### src/rtl/rv32_pkg.sv
// Shared RV32 definitions for the iterative M-extension unit.
// ALUOP codes, FSM state encoding and operand signedness helpers.
package rv32_pkg;

    localparam logic [4:0] ALU_MUL    = 5'b01000;
    localparam logic [4:0] ALU_MULH   = 5'b01001;
    localparam logic [4:0] ALU_MULHSU = 5'b01010;
    localparam logic [4:0] ALU_MULHU  = 5'b01011;
    localparam logic [4:0] ALU_DIV    = 5'b01100;
    localparam logic [4:0] ALU_DIVU   = 5'b01101;
    localparam logic [4:0] ALU_REM    = 5'b01110;
    localparam logic [4:0] ALU_REMU   = 5'b01111;

    localparam int unsigned ITER_COUNT = 32;

    typedef enum logic [1:0] {
        IDLE   = 2'd0,
        RUN    = 2'd1,
        FINISH = 2'd2
    } state_t;

    function automatic logic op_signed1(input logic [4:0] op);
        return (op == ALU_MUL) || (op == ALU_MULH) || (op == ALU_MULHSU) ||
               (op == ALU_DIV) || (op == ALU_REM);
    endfunction

    function automatic logic op_signed2(input logic [4:0] op);
        return (op == ALU_MUL) || (op == ALU_MULH) ||
               (op == ALU_DIV) || (op == ALU_REM);
    endfunction

endpackage

### src/rtl/mul_div_datapath.sv
// 64-bit accumulator with one shift-add (multiply) or restoring
// shift-subtract (divide) step per cycle, plus final sign correction.
module mul_div_datapath
    import rv32_pkg::*;
(
    input  logic        i_clk,
    input  logic        i_rst,
    input  logic        i_load,
    input  logic        i_step,
    input  logic [31:0] i_load_acc,
    input  logic [31:0] i_load_opb,
    input  logic [4:0]  i_op,
    input  logic        i_neg_lo,
    input  logic        i_neg_hi,
    output logic [31:0] o_result
);

    logic [63:0] r_acc;
    logic [31:0] r_opb;

    logic [32:0] w_sum;
    logic [33:0] w_diff;
    logic [63:0] w_acc_next;
    logic [63:0] w_prod;
    logic [31:0] w_quo;
    logic [31:0] w_rem;

    // Divide: the shifted partial remainder needs 33 bits when the divisor exceeds 2^31.
    always_comb begin
        w_sum  = {1'b0, r_acc[63:32]} + {1'b0, r_opb};
        w_diff = {1'b0, r_acc[63:31]} - {2'b00, r_opb};
        if (i_op[2]) begin
            w_acc_next = w_diff[33] ? {r_acc[62:0], 1'b0}
                                    : {w_diff[31:0], r_acc[30:0], 1'b1};
        end else if (r_acc[0]) begin
            w_acc_next = {w_sum, r_acc[31:1]};
        end else begin
            w_acc_next = {1'b0, r_acc[63:1]};
        end
    end

    always_ff @(posedge i_clk) begin
        if (i_rst) begin
            r_acc <= '0;
            r_opb <= '0;
        end else if (i_load) begin
            r_acc <= {32'd0, i_load_acc};
            r_opb <= i_load_opb;
        end else if (i_step) begin
            r_acc <= w_acc_next;
        end
    end

    always_comb begin
        w_prod = i_neg_lo ? -r_acc : r_acc;
        w_quo  = i_neg_lo ? -r_acc[31:0] : r_acc[31:0];
        w_rem  = i_neg_hi ? -r_acc[63:32] : r_acc[63:32];
        case (i_op)
            ALU_MUL:                         o_result = w_prod[31:0];
            ALU_MULH, ALU_MULHSU, ALU_MULHU: o_result = w_prod[63:32];
            ALU_DIV, ALU_DIVU:               o_result = w_quo;
            default:                         o_result = w_rem;
        endcase
    end

endmodule

### src/rtl/mul_div_unit.sv
// RV32M iterative multiply/divide unit: control FSM, operand latching and
// handshake around mul_div_datapath. Fixed 33-cycle accept-to-DONE latency.
module mul_div_unit
    import rv32_pkg::*;
#(
    parameter int unsigned XLEN = 32
) (
    input  logic            CLK,
    input  logic            RESET,
    input  logic            START,
    input  logic [4:0]      ALUOP,
    input  logic [XLEN-1:0] OPERAND1,
    input  logic [XLEN-1:0] OPERAND2,
    input  logic [4:0]      DEST_IN,
    input  logic            FLUSH,
    output logic            BUSY,
    output logic            DONE,
    output logic [XLEN-1:0] RESULT,
    output logic [4:0]      DEST_OUT
);

    state_t            r_state;
    logic [4:0]        r_count;
    logic [4:0]        r_op;
    logic [4:0]        r_dest;
    logic              r_neg_lo;
    logic              r_neg_hi;
    logic              r_busy;
    logic              r_done;
    logic [XLEN-1:0]   r_result;
    logic [4:0]        r_dest_out;

    logic              w_accept;
    logic              w_s1;
    logic              w_s2;
    logic              w_is_div;
    logic              w_dbz;
    logic [XLEN-1:0]   w_mag1;
    logic [XLEN-1:0]   w_mag2;
    logic [XLEN-1:0]   w_load_acc;
    logic [XLEN-1:0]   w_load_opb;
    logic [XLEN-1:0]   w_result;

    always_comb begin
        w_accept   = (r_state == IDLE) && START && !FLUSH && (ALUOP[4:3] == 2'b01);
        w_s1       = op_signed1(ALUOP) && OPERAND1[XLEN-1];
        w_s2       = op_signed2(ALUOP) && OPERAND2[XLEN-1];
        w_mag1     = w_s1 ? -OPERAND1 : OPERAND1;
        w_mag2     = w_s2 ? -OPERAND2 : OPERAND2;
        w_is_div   = ALUOP[2];
        w_dbz      = w_is_div && (OPERAND2 == '0);
        w_load_acc = w_is_div ? w_mag1 : w_mag2;
        w_load_opb = w_is_div ? w_mag2 : w_mag1;
    end

    mul_div_datapath u_datapath (
        .i_clk      (CLK),
        .i_rst      (RESET),
        .i_load     (w_accept),
        .i_step     (r_state == RUN),
        .i_load_acc (w_load_acc),
        .i_load_opb (w_load_opb),
        .i_op       (r_op),
        .i_neg_lo   (r_neg_lo),
        .i_neg_hi   (r_neg_hi),
        .o_result   (w_result)
    );

    // Divide-by-zero leaves the all-ones quotient magnitude un-negated.
    always_ff @(posedge CLK) begin
        if (RESET) begin
            r_state    <= IDLE;
            r_count    <= '0;
            r_op       <= '0;
            r_dest     <= '0;
            r_neg_lo   <= 1'b0;
            r_neg_hi   <= 1'b0;
            r_busy     <= 1'b0;
            r_done     <= 1'b0;
            r_result   <= '0;
            r_dest_out <= '0;
        end else begin
            r_done <= 1'b0;
            case (r_state)
                IDLE: begin
                    if (w_accept) begin
                        r_state  <= RUN;
                        r_busy   <= 1'b1;
                        r_count  <= '0;
                        r_op     <= ALUOP;
                        r_dest   <= DEST_IN;
                        r_neg_lo <= (w_s1 ^ w_s2) && !w_dbz;
                        r_neg_hi <= w_s1;
                    end
                end
                RUN: begin
                    if (FLUSH) begin
                        r_state <= IDLE;
                        r_busy  <= 1'b0;
                    end else begin
                        if (r_count == 5'(ITER_COUNT - 1)) begin
                            r_state <= FINISH;
                        end
                        r_count <= r_count + 5'd1;
                    end
                end
                FINISH: begin
                    r_state <= IDLE;
                    r_busy  <= 1'b0;
                    if (!FLUSH) begin
                        r_done     <= 1'b1;
                        r_result   <= w_result;
                        r_dest_out <= r_dest;
                    end
                end
                default: begin
                    r_state <= IDLE;
                    r_busy  <= 1'b0;
                end
            endcase
        end
    end

    assign BUSY     = r_busy;
    assign DONE     = r_done;
    assign RESULT   = r_result;
    assign DEST_OUT = r_dest_out;

endmodule

### config.mk
export PLATFORM = sky130hd
export DESIGN_NAME = mul_div_unit
export DESIGN_NICKNAME = d
export VERILOG_FILES = /design/src/rtl/rv32_pkg.sv /design/src/rtl/mul_div_datapath.sv /design/src/rtl/mul_div_unit.sv
export SDC_FILE = /design/constraint.sdc
export NUM_CORES = 1
export LEC_CHECK = 0
export CAP_MARGIN = 10
export CORE_MARGIN = 3
export CORE_UTILIZATION = 51
export DETAILED_ROUTE_END_ITERATION = 12
export PLACE_DENSITY = 0.68
export SYNTH_ARGS = -nofsm -noshare
export SYNTH_HDL_FRONTEND = slang
export SYNTH_SLANG_ARGS = --single-unit
### constraint.sdc
create_clock -name CLK -period 6.1 [get_ports CLK]
set_input_delay 0.61 -clock CLK [delete_from_list [all_inputs] [get_ports CLK]]
set_output_delay 0.61 -clock CLK [all_outputs]
set_load 0.01 [all_outputs]
Word-level counts from Yosys, hierarchy flattened. Index checks and enable logic that the tools add are counted.

Register bits after elaboration: 154. Input bits: 78. Output and inout bits: 39. Logic and storage cells: 95.

Add/sub/neg operators: 8. Equality and inequality tests: 19. Multiplexer cells: 24. Bitwise operators: 3. Reductions and logical operators: 28.

Operator list (count): 32-bit 2-to-1 mux (8); 64-bit 2-to-1 mux (4); 32-bit negator (4); 32-bit one-hot mux with 3 select lines (1); 64-bit negator (1); 5-bit by 4-bit == test with 1-bit output, second input constant (11); 33-bit by 32-bit subtractor with 34-bit output (1); 32-bit by 32-bit adder with 33-bit output (1); 32-bit logical NOT (1); 5-bit 2-to-1 mux (2); 5-bit one-hot mux with 2 select lines (1); 2-bit AND reduction (4); 1-bit logical AND (7); 1-bit logical OR (6); 2-bit 2-to-1 mux (3); 2-bit OR reduction (3); 5-bit by 1-bit adder with 5-bit output, second input constant (1); 5-bit == test, second input constant (1); 2-bit by 1-bit == test with 1-bit output, second input constant (2); 2-bit inequality test, second input constant (2); 2-bit one-hot mux with 2 select lines (1); 2-bit nonzero test (2); 1-bit 2-to-1 mux (3); 3-bit inequality test, second input constant (1); other kinds (9) (11).

Longest topological paths before layout. Gate-level depths: netlist (run 1).

Depth in word-level cells: 9. Depth in mapped cells: 13.

Hierarchy. From an unflattened synthesis (run 1), not the netlist that was laid out.

Cell total of the unflattened synthesis: 2085. Area, all modules: 15033.2 um^2.

Modules (own cells, without submodules): mul_div_datapath (instances 1, cells each 1534, area an instance 10835.4 um^2, sequential area each 1921.8 um^2); mul_div_unit (instances 1, cells each 551, area an instance 4197.8 um^2, sequential area each 1161.1 um^2).

Least setup slack after synthesis (run 1). Ideal clock, no wire load.

Kind: register to register. Start point: register u_datapath.r_opb[1]. End point: register u_datapath.r_acc[54]. Arrival time: 2995 ps. Data required time: 5961 ps. Slack: 2966 ps. Stages on the path, launching flop included: 13. Period minus slack after synthesis: 3134 ps. Cells stage by stage: dfxtp_1 inv_1 ha_1 nor2b_1 o31a_1 o31a_1 a2bb2oi_1 a211oi_1 or2_2 clkbuf_1 mux2_2 a221oi_1 a221oi_1.

Word-level cells in the longest chain between the ends: 3.

Ends and longest elaborated chain: start: declaration (RTL line mul_div_datapath.sv:19) `logic [31:0] r_opb;`; start signal: assignment (RTL line mul_div_datapath.sv:48) `r_opb <= i_load_opb;`; 33-bit by 32-bit subtractor with 34-bit output / 32-bit by 32-bit adder with 33-bit output (equally long branches) (RTL line mul_div_datapath.sv:31, mul_div_datapath.sv:30); 64-bit 2-to-1 mux, on equally long branches (RTL line mul_div_datapath.sv:33, mul_div_datapath.sv:35); 64-bit 2-to-1 mux (*) (RTL line mul_div_datapath.sv:32) `if (i_op[2]) begin`; end signal: assignment (RTL line mul_div_datapath.sv:47) `r_acc <= {32'd0, i_load_acc};`; end signal: assignment (RTL line mul_div_datapath.sv:50) `r_acc <= w_acc_next;`; end: declaration (RTL line mul_div_datapath.sv:18) `logic [63:0] r_acc;`.

Mark *: on every way between the ends. The rest lies on a longest branch, timed or not. A chain may end at the register's enable or synchronous reset.

Worst setup path after layout (run 1).
Start point: register u_datapath.r_acc[38]. End point: register u_datapath.r_acc[49].

Word-level cells in the longest chain between the ends: 3.

Ends and longest elaborated chain (RTL line): 33-bit by 32-bit subtractor with 34-bit output / 32-bit by 32-bit adder with 33-bit output (equally long branches) (mul_div_datapath.sv:31, mul_div_datapath.sv:30); 64-bit 2-to-1 mux, on equally long branches (mul_div_datapath.sv:33, mul_div_datapath.sv:35); 64-bit 2-to-1 mux (*) (mul_div_datapath.sv:32).

Marked as above.

==> metrics, run 1 <==
relative slew slack 0.292; setup TNS 0 ns; LEAKAGE between 6 and 7 nW; clock buffers created by TritonCTS 17; R2R depth 10; Port Buffer Count 116; Cell Pwr Density between 150 and 200 nW/um^2; first-pass GRT wire length 83600 um; Layout Skew between 0.015 and 0.02 ns; RSZ-0062 raised after global routing false; hold path cells 2; largest net degree at the start of global routing 102; post-cts sizing count 0; routability cong. 1.01; dominant cells by area after synthesis dfxtp_1 21%, a21oi_1 7.7%, nand2_1 6.4%; setup violators final 0; DP HPWL ~41000 um; Synth Flop Type dfxtp_1; Seq/Total Area, Yosys 0.210; Worst Min Path Start DEST_OUT[0]; Worst-Skew Late Latency 0.45 ns; area of the multi-input gates 10800 sq um; cell area after layout between 15000 and 20000 sq um; clk sinks between 150 and 200; placed cell areas 15900 sq um; GR Overflow Total 0; synth unique cells 78; Seq. cell area 3090 sq um; critical-path maximum fanout 21; number of flops mapped to enable cells by yosys 0; Worst Path Required 6.42 ns; initial antenna violation count 1; Chip Width 176 um; IO Pins 117; via count roughly 16000; Layout area overhead 12.3%; syn_area_per_cell 7.08 sq um; min cycle time layout 3.89 ns; CP Class reg2reg; vias per inst 6.43; Final Util 0.587; Seq cells post-synth 154; Pins Over Slew Limit 0; CP dominant cell by count o21ai_0; Layout Cells excl Fill 2474; GRT Util Overall 0.341; DRT Pass-1 Iters 6; CTS tree yes; post-synth top area share 0.210; DRC viols 0; Core Area 28100 sq um; fraction of layout cells with a size suffix above 1 0.0482; cell with the most instances after synthesis nand2_1; number of max-cap violations 0; Worst Hold Path EP DEST_OUT[0]; Fill cells 2772; total power 2.99 mW; Clock Path Buffers 2; Iter 0 DRT Violations between 1500 and 2000; Hold Fails Final Rpt 0; hold_buf cts 0; WL per Instance 21.9 um; RR Startpoint u_datapath.r_acc[38]; placed cell count between 2000 and 2500; Peak Freq 0.257 GHz; Crit. End Element register; Cells after Synth 2076; # rows 61; r2r setup slk 2.21 ns; Max H-tree Level 4; WL final between 50000 and 60000 um; Die Area 30900 sq um; slowest CP cell dfxtp_1; leading area contributor after synthesis dfxtp_1; commonest cells in the netlist 252 x nand2_1, 227 x a21oi_1, 184 x o21ai_0; chip height roughly 180 um; Critical Path Start Type register; clock transition at the registers of the reported paths approximately 0.07 ns; number of global-route vias before repair 14700; worst r2r dst u_datapath.r_acc[49]; antenna-violating nets left 0; synthesized area 14700 sq um; HP Class reg2reg; slew at the pin closest to its max-slew limit 1.05 ns; crit-path max cell delay 0.71 ns; status finished, final reports clean; Post-layout nets between 2000 and 2500; Mapped Nets 2226; CP Cell Sequence ha_1 > o21ai_0 > o21ai_0 > a21oi_1 > a2bb2oi_1 > a211oi_1 > or2_2 > and2_1 > a221oi_1 > a31oi_1; yosys synthesis warning count 0; worst path arrival time 4.21 ns; VDD IR-drop max between 150 and 200 uV; ANT cells 0; Post-CTS Setup Bufs 0; Clock Root Buffer clkbuf_16; Final period util 0.637; FFs w/ async S/R, synth 0; Starting Density 0.523
[per-stage QoR]
| step | hold slack, ns | setup WS (ns) |
|---|---|---|
| floorplan | 0.420 | 2.97 |
| detailed placement | 0.447 | 2.32 |
| finish | 0.453 | 2.21 |
| global placement | 0.436 | 2.43 |
| CTS | 0.457 | 2.33 |
| global route | 0.481 | 2.06 |
[cell usage in the layout, fill, tap and decap left out, types with 48 or more instances in the layout]
| cell type | count |
|---|---|
| nand2_1 | 252 |
| a21oi_1 | 226 |
| o21ai_0 | 184 |
| nor2_1 | 169 |
| dfxtp_1 | 152 |
| clkdlybuf4s50_1 | 114 |
| xnor2_1 | 97 |
| xor2_1 | 85 |
| ha_1 | 70 |
| inv_1 | 68 |
| mux2i_1 | 59 |
| nor3_1 | 57 |
| o211ai_1 | 48 |
[kinds of logic after synthesis]
| group | after synthesis | share of synthesized area |
|---|---|---|
| flops | 154 | 0.210 |
| buf+inv | 219 | 0.0580 |
| xor+xnor | 182 | 0.108 |
| simple gates | 668 | 0.211 |
| mux | 74 | 0.0517 |
| fa+ha+maj | 72 | 0.0623 |
| compound gates | 707 | 0.299 |
[flip-flops by register name, indices dropped and copies added, names as in the netlist]
signal            flops
u_datapath.r_acc     64
RESULT               32
u_datapath.r_opb     32
DEST_OUT              5
r_count               5
r_dest                5
r_op                  5
r_state               2
BUSY                  1
DONE                  1
r_neg_hi              1
r_neg_lo              1
[worst max-delay path, delay by kind of cell, from the launching register on]
kind / cells / cell delay (ns)
compound gates: 7 / 1.65
simple gates: 2 / 0.99
flops: 1 / 0.71
fa+ha+maj: 1 / 0.40
[where the power goes]
group	switching [mW]	total, mW	internal [mW]	leakage, nW
Combinational	0.523	0.865	0.342	4.63
Sequential	0.0509	1.08	1.03	1.25
Clock	0.514	1.05	0.538	0.274
[routing by layer]
metal  wire length [um]  track usage  vias to the layer above  share of wire
met5                  0            0                        -              0
met4               2350        0.150                        0          0.043
met3               4520       0.0484                      120          0.083
met2              23700        0.529                      746           0.44
met1              23800        0.472                     7507           0.44
li1                   -            -                     7525              -
[how the worst max path moves through the flow]
stage                              start              endpoint  slack [ns]  cells past startpoint
global route        u_datapath.r_acc[37]  u_datapath.r_acc[49]        2.06                     10
global placement            OPERAND2[20]  u_datapath.r_opb[31]        2.43                     10
CTS                 u_datapath.r_acc[37]  u_datapath.r_acc[49]        2.33                     10
detailed placement  u_datapath.r_acc[37]  u_datapath.r_acc[49]        2.32                     10
finish              u_datapath.r_acc[38]  u_datapath.r_acc[49]        2.21                     10
floorplan            u_datapath.r_opb[1]  u_datapath.r_acc[54]        2.97                     12
[layout make-up]
cell class / count / share of cell area
Tap cell: 378 / 0.0287
Multi-Input combinational cell: 1703 / 0.653
Inverter: 68 / 0.0155
Clock inverter: 14 / 0.00804
Sequential cell: 154 / 0.187
Clock buffer: 17 / 0.0258
Timing Repair Buffer: 140 / 0.0816
Note: power is estimated with default switching activity, not from simulation.
==> run 2: changes to the inputs <==
==> constraint.sdc (replaced) <==
create_clock -name CLK -period 3.66 [get_ports CLK]
set_input_delay 0.366 -clock CLK [delete_from_list [all_inputs] [get_ports CLK]]
set_output_delay 0.366 -clock CLK [all_outputs]
set_load 0.01 [all_outputs]
==> metrics, run 2 (synthesis results as in run 1) <==
# rows 61 (unchanged); Starting Density 0.523 (unchanged); via count 16300 (was 15900); Clock Path Buffers 2 (unchanged); DRT Pass-1 Iters 6 (unchanged); placed cell areas 16500 sq um (was 15900 sq um); Core Area 28100 sq um (unchanged); Pins Over Slew Limit 0 (unchanged); clk sinks 154 (unchanged); CP Cell Sequence or4_4 > or4_4 > or4_1 > nor3_1 > buf_4 > nor2_1 > a211o_1 > o311ai_0 > o21ai_0 (was ha_1 > o21ai_0 > o21ai_0 > a21oi_1 > a2bb2oi_1 > a211oi_1 > or2_2 > and2_1 > a221oi_1 > a31oi_1); WL final 57300 um (was 54300 um); Die Area 30900 sq um (unchanged); Port Buffer Count 116 (unchanged); status finished, final reports clean (unchanged); first-pass GRT wire length 87700 um (was 83600 um); placed cell count 2525 (was 2443); Final Util 0.612 (was 0.587); number of max-cap violations 0 (unchanged); IO Pins 117 (unchanged); critical-path maximum fanout 7 (was 21); most flop-heavy register u_datapath.r_acc (unchanged); Layout Skew 0.0236 ns (was 0.0173 ns); slew at the pin closest to its max-slew limit 1.02 ns (was 1.05 ns); setup violators final 0 (unchanged); LEAKAGE 6.60 nW (was 6.15 nW); setup TNS 0 ns (unchanged); initial antenna violation count 0 (was 1); crit-path max cell delay 0.65 ns (was 0.71 ns); CTS tree yes (unchanged); clock buffers created by TritonCTS 17 (unchanged); most common cell after layout, fill and taps aside nand2_1 (unchanged); Crit. End Element register (unchanged); slowest CP cell or4_1 (was dfxtp_1); total power 5.24 mW (was 2.99 mW); GR Overflow Total 0 (unchanged); vias per inst 6.37 (was 6.43); Critical Path Start Type register (unchanged); commonest non-fill, non-tap cells in the layout 252 x nand2_1, 227 x a21oi_1, 183 x o21ai_0 (was 252 x nand2_1, 226 x a21oi_1, 184 x o21ai_0); DP HPWL 44200 um (was 40700 um); Worst-Skew Late Latency 0.44 ns (was 0.45 ns); metal2 WL 25600 um (was 23700 um); Layout area overhead 16.9% (was 12.3%); Clock Root Buffer clkbuf_16 (unchanged); DRC viols 0 (unchanged); Chip Width 176 um (unchanged); max FFs per register 64 (unchanged); Cell Pwr Density 305 nW/um^2 (was 182 nW/um^2); Peak Freq 0.287 GHz (was 0.257 GHz); Hold Fails Final Rpt 0 (unchanged); CP Class reg2reg (unchanged); GRT Util Overall 0.361 (was 0.341); relative slew slack 0.309 (was 0.292); HP Class in2reg (was reg2reg); cell area after layout 17200 sq um (was 16500 sq um); number of global-route vias before repair 15300 (was 14700); Final period util 0.953 (was 0.637); Worst Path Required 3.93 ns (was 6.42 ns); largest net degree at the start of global routing 102 (unchanged); Layout Cells excl Fill 2557 (was 2474); min cycle time layout 3.49 ns (was 3.89 ns); routability cong. 1.01 (about the same); wl on met1 24600 um (was 23800 um); Max H-tree Level 4 (unchanged); WL per Instance 22.4 um (was 21.9 um); Iter 0 DRT Violations 1859 (was 1878); worst path arrival time 3.76 ns (was 4.21 ns); fraction of layout cells with a size suffix above 1 0.0849 (was 0.0482); antenna-violating nets left 0 (unchanged); Post-layout nets 2316 (was 2234); VDD IR-drop max 267 uV (was 197 uV); uppermost layer routed met4 (unchanged); RSZ-0062 raised after global routing false (unchanged); chip height 176 um (unchanged); clock transition at the registers of the reported paths 0.09 ns (was 0.07 ns); ANT cells 0 (unchanged); CP dominant cell by count or4_4 (was o21ai_0); hold_buf cts 0 (unchanged); met3 WL post-DR 5280 um (was 4520 um)
[run 2: worst paths after layout]
check,startpoint,to,slack [ns],depth (start not counted)
max,u_datapath.r_acc[11],RESULT[22],0.17,9
min,RESET,RESULT[13],0.32,2
max reg2reg,u_datapath.r_acc[11],RESULT[22],0.17,9
min reg2reg,r_dest[4],DEST_OUT[4],0.46,2
[run 2: stage by stage]
step,worst slack [ns],hold slack [ns]
floorplan,0.526,0.420
detailed placement,0.186,0.435
global placement,0.224,0.434
global route,0.0159,0.317
finish,0.171,0.322
CTS,0.163,0.319
[run 2: metal layers]
metal,up-vias,GRT usage
met5,-,0
met4,0,0.119
met3,108,0.0666
met2,842,0.568
met1,7647,0.497
li1,7702,-
[run 2: critical path: cells and delay by family, from the launching register on]
family                 cells  cell delay [ns]
AOI/OAI and AO/OA          3             0.75
buffers and inverters      1             0.18
and+or+nand+nor            5             2.00
DFF                        1             0.38
[run 2: power breakdown]
group	total, mW	leakage (nW)	switching (mW)	internal [mW]
Sequential	1.77	1.25	0.0564	1.71
Combinational	1.60	5.06	0.956	0.645
Clock	1.87	0.295	0.941	0.932
[run 2: area by class of cell]
type	count	area (sq um)
Fill cell	2743	10900
Multi-Input combinational cell	1703	10800
Sequential cell	154	3090
Timing Repair Buffer	222	1960
Tap cell	378	473
Clock buffer	17	425
Inverter	68	255
Clock inverter	15	193
[run 2: timing repair]
item	CTS	global route
setup buffers	0	0
resized for setup	0	3
endpoints found under the setup margin	0	4
